<file path="config.mk">
export PLATFORM = sky130hd
export DESIGN_NAME = vrp_dispatch
export DESIGN_NICKNAME = d
export VERILOG_FILES = /design/src/rtl/vrp_dispatch.sv
export SDC_FILE = /design/constraint.sdc
export NUM_CORES = 1
export LEC_CHECK = 0
export ABC_CLOCK_PERIOD_IN_PS = 3600
export CORE_ASPECT_RATIO = 1.4
export CORE_MARGIN = 5
export CORE_UTILIZATION = 58
export CTS_CLUSTER_SIZE = 25
export DETAILED_ROUTE_END_ITERATION = 12
export GPL_TIMING_DRIVEN = 1
export PLACE_DENSITY = 0.83
export SLEW_MARGIN = 20
export SYNTH_ARGS = -nofsm -noshare
export SYNTH_HDL_FRONTEND = slang
export SYNTH_SLANG_ARGS = --single-unit
export TNS_END_PERCENT = 100
</file>
<file path="constraint.sdc">
create_clock -name clk -period 3.6 [get_ports clk]
set_clock_uncertainty 0.15 [all_clocks]
set_input_delay 0.72 -clock clk [delete_from_list [all_inputs] [get_ports clk]]
set_output_delay 0.72 -clock clk [all_outputs]
set_load 0.03 [all_outputs]
</file>
<file path="src/rtl/vrp_dispatch.sv">
// Routes one valid/ready stream to WIDTH consumers by destination index.
// Each destination owns a small FIFO, so one stalled consumer only blocks its own beats.
module vrp_dispatch #(
  parameter int WIDTH     = 4,
  parameter int PLD_WIDTH = 32,
  parameter int DEPTH     = 2,
  parameter int DST_WIDTH = (WIDTH > 1) ? $clog2(WIDTH) : 1
) (
  input  logic                                  clk,
  input  logic                                  rst_n,
  input  logic                                  vld_s,
  output logic                                  rdy_s,
  input  logic [PLD_WIDTH-1:0]                  pld_s,
  input  logic [DST_WIDTH-1:0]                  dst_s,
  output logic [WIDTH-1:0]                      v_vld_m,
  input  logic [WIDTH-1:0]                      v_rdy_m,
  output logic [PLD_WIDTH-1:0]                  v_pld_m [WIDTH],
  output logic [WIDTH-1:0][$clog2(DEPTH):0]     v_cnt_m,
  output logic                                  err_dst
);

  localparam int PTR_W = $clog2(DEPTH);
  localparam int CNT_W = PTR_W + 1;
  localparam int NPAD  = 1 << DST_WIDTH;

  logic [PLD_WIDTH-1:0] mem    [WIDTH][DEPTH];
  logic [PTR_W-1:0]     wr_ptr [WIDTH];
  logic [PTR_W-1:0]     rd_ptr [WIDTH];
  logic [CNT_W-1:0]     cnt    [WIDTH];

  logic [NPAD-1:0]  full_pad;
  logic             dst_ok;
  logic [WIDTH-1:0] push;
  logic [WIDTH-1:0] pop;

  // Ready is built from registered occupancy only; a same-cycle pop never frees a slot.
  always_comb begin
    full_pad = '0;
    for (int i = 0; i < WIDTH; i++) begin
      full_pad[i] = (cnt[i] == CNT_W'(DEPTH));
    end
    dst_ok = (32'(dst_s) < WIDTH);
    rdy_s  = dst_ok ? ~full_pad[dst_s] : 1'b1;
  end

  always_comb begin
    push = '0;
    pop  = '0;
    for (int i = 0; i < WIDTH; i++) begin
      push[i] = vld_s & rdy_s & dst_ok & (dst_s == DST_WIDTH'(i));
      pop[i]  = (cnt[i] != '0) & v_rdy_m[i];
    end
  end

  always_ff @(posedge clk or negedge rst_n) begin
    if (!rst_n) begin
      for (int i = 0; i < WIDTH; i++) begin
        for (int j = 0; j < DEPTH; j++) begin
          mem[i][j] <= '0;
        end
        wr_ptr[i] <= '0;
        rd_ptr[i] <= '0;
        cnt[i]    <= '0;
      end
      err_dst <= 1'b0;
    end else begin
      for (int i = 0; i < WIDTH; i++) begin
        if (push[i]) begin
          mem[i][wr_ptr[i]] <= pld_s;
          wr_ptr[i]         <= wr_ptr[i] + PTR_W'(1);
        end
        if (pop[i]) begin
          rd_ptr[i] <= rd_ptr[i] + PTR_W'(1);
        end
        if (push[i] && !pop[i]) begin
          cnt[i] <= cnt[i] + CNT_W'(1);
        end else if (pop[i] && !push[i]) begin
          cnt[i] <= cnt[i] - CNT_W'(1);
        end
      end
      // Out-of-range beats are swallowed; the flag records that it happened.
      if (vld_s && !dst_ok) begin
        err_dst <= 1'b1;
      end
    end
  end

  always_comb begin
    for (int i = 0; i < WIDTH; i++) begin
      v_vld_m[i] = (cnt[i] != '0);
      v_pld_m[i] = mem[i][rd_ptr[i]];
      v_cnt_m[i] = cnt[i];
    end
  end

endmodule

</file>
==> flow_metrics.py <==
metrics = {
    "placement": {
        "dpl_cell_area_sq_mm": 0.01407,
        "hpwlAfterDp_mm": 17.71,
        "port_buffers": 181,
        "place_ws_ps": 577.9,
        "gp_congestion": 0.8033,
    },
    "sta": {
        "hold_ws_ps": 73.50,
        "slew-limit-headroom": 0.5126,
        "fmax_mhz": 289.3,
        "final_hold_viol_count": 0,
        "drv_slew": 0,
        "fin_crit_ps": 3457,
        "fin_setup_tns_ps": 0,
        "finalSetupViolations": 0,
        "layout_setup_ws_ps": 143.2,
        "period_share": 0.9602,
        "rsz0062_at_grt": "no",
        "worst_slew_pin_slew_ps": 731.2,
    },
    "grt": {
        "antenna_found_initial": 0,
        "grt_pass1_wl_mm": 44.73,
        "grt_max_degree": 99,
        "gr-usage-all-layers": 0.2317,
        "globalRoute.totalOverflow": 0,
        "first_global_vias": 8058,
    },
    "clocking": {
        "clockBufferDepth": 3,
        "cts_tree": "built",
        "numCtsBuffers": 25,
        "cts-root-buf": "clkbuf_16",
        "h-tree-depth": 1,
        "path_clk_slew_ps": 70,
        "cts.hold.buffers_added": 0,
        "cts_num_sinks": 272,
        "cts_resized": 0,
        "clock_latency_ps": 510,
        "postCtsSetupRepairBufs": 0,
    },
    "flow_run": {
        "max_cap_violations": 0,
    },
    "die": {
        "die_w_um": 131.4,
        "num_io_pins": 183,
        "die_y_um": 180.0,
        "initial_utilization": 0.5868,
        "fp.coreArea_sq_mm": 0.02040,
        "row_count": 62,
        "die_area_sq_mm": 0.02365,
    },
    "critical_path": {
        "worstSetupEndpointType": "output pin",
        "r2r-start": "v_cnt_m[4]",
        "r2r_cells": 3,
        "crit_chain": "buf_4 > mux2_2 > clkdlybuf4s50_1",
        "cp.arrival_ps": 2590,
        "path_class": "flop to output pin",
        "r2r-end": "mem[106]",
        "r2r_slack_ps": 1380,
        "crit_required_ps": 2730,
        "path_max_fanout": 18,
        "startpoint_type": "flop",
        "cp_slowest_cell": "dfrtp_2",
        "slowest_delay_ps": 730,
    },
    "finish": {
        "diodes": 0,
        "drive_above_1_share": 0.4724,
        "post-route-cell-area_sq_mm": 0.01486,
        "areaGrowthSynthToFinish_pct": 24.12,
        "layout.nets": 986,
    },
    "synthesis": {
        "synth-edff-count": 0,
        "ys_seq_area_frac": 0.5686,
        "syn_nets": 806,
        "synth_ff_type": "dfrtp_1",
        "syn_inst": 761,
        "ys_ff_latch": 272,
        "synth_area_per_cell_sq_um": 15.73,
        "synth_area_sq_mm": 0.01197,
        "synth.distinct_cells": 29,
        "ys.warnings.count": 0,
        "async_flop_share": 1.000,
    },
    "route": {
        "drc": 0,
        "drt-initial-drc-count": 376,
        "wl_mm": 27.62,
        "ant_nets": 0,
        "first_pass_iters": 4,
        "wl_per_cell_um": 22.73,
        "routed_via_density": 5.772,
        "num_vias": 7013,
    },
    "hold_path": {
        "hp-class": "primary input to async pin",
    },
    "pwr": {
        "finalPower_mw": 16.89,
        "ir_worst_vdd_uv": 989.2,
        "p_per_area_mw_per_mm2": 1137,
        "p_leak_nw": 6.464,
    },
    "status": {
        "status": "finished, final reports clean",
    },
}
## synthesized netlist by cell type (all sizes together), types with 4 or more instances
master / number / area [sq um]
or2: 4 / 25.02
buf: 28 / 196.4
mux2: 385 / 4448
xor2: 12 / 105.1
nor2: 6 / 22.52
nand2: 5 / 21.27
xnor2: 8 / 70.07
ha: 4 / 50.05
clkbuf: 17 / 63.81
dfrtp: 272 / 6807
## logic make-up (layout without fill, tap and decap cells)
group | after synthesis | count (layout) | share of synthesized area
XOR/XNOR | 20 | 20 | 0.01463
adder cells (fa/ha/maj) | 4 | 4 | 0.004181
buffers and inverters | 45 | 243 | 0.02174
flip-flops | 272 | 272 | 0.5686
multiplexers | 387 | 387 | 0.3732
other | 1 | 1 | 0.0003132
AND/OR/NAND/NOR | 32 | 32 | 0.01735
## worst max-delay path: cells and delay by family (launching register included)
| family | cells | cell delay [ps] |
|---|---|---|
| flops | 1 | 730 |
| mux | 1 | 380 |
| buf+inv | 2 | 950 |
## through the flow
stage,util,cells
2_1_floorplan,-,761
3_3_place_gp,0.6895,1170
3_5_place_dp,0.6895,1170
5_1_grt,0.7283,1215
6_report,0.7283,1215
4_1_cts,0.7283,1215
## metal layers
metal	wire length [um]	GRT usage	vias to the layer above
li1	-	-	3087
met1	11710	0.3052	3680
met2	14060	0.3993	190
met3	1113	0.03775	56
met4	744	0.06464	0
met5	0	0	-
## cells in the final DEF (no fill, tap or decap), types with 4 or more instances in the layout
cell type	synthesis	final
dfrtp_2	0	4
xor2_1	12	12
or2_2	4	4
xnor2_1	8	8
buf_4	2	13
clkbuf_1	17	9
nor2_1	6	5
mux2_2	353	353
dfrtp_1	272	268
ha_1	4	4
clkinv_2	0	4
nand2_1	4	4
mux2_4	30	30
clkbuf_8	0	6
clkbuf_16	0	25
buf_12	3	5
clkdlybuf4s50_1	0	179
## flip-flops by register name (all words and copies together), names as in the netlist
register,cells
wr_ptr,4
v_cnt_m,8
mem,256
rd_ptr,4
## report_power, final
| group | total [mW] | switching [mW] | internal, mW |
|---|---|---|---|
| sequential | 5.52 | 0.928 | 4.59 |
| clock | 2.58 | 1.10 | 1.48 |
| combinational | 8.79 | 4.41 | 4.38 |
| total | 16.9 | 6.44 | 10.5 |
## how the worst max path moves through the flow
stage / from / depth (start not counted) / endpoint
floorplan: dst_s[0] / 3 / rdy_s
global placement: dst_s[0] / 4 / rdy_s
detailed placement: vld_s / 4 / mem[125]
CTS: rd_ptr[2] / 3 / v_pld_m[94]
global route: rd_ptr[2] / 3 / v_pld_m[94]
finish: rd_ptr[2] / 3 / v_pld_m[94]
## area by class of cell
class | count | area (sq um)
clock buffers | 40 | 742.0
clock inverters | 5 | 50.05
fillers | 1293 | 5543
multi-input cells | 444 | 4931
flip-flops and latches | 272 | 6812
well taps | 256 | 320.3
repair buffers | 198 | 2004
Note: power is estimated with default switching activity, not from simulation.
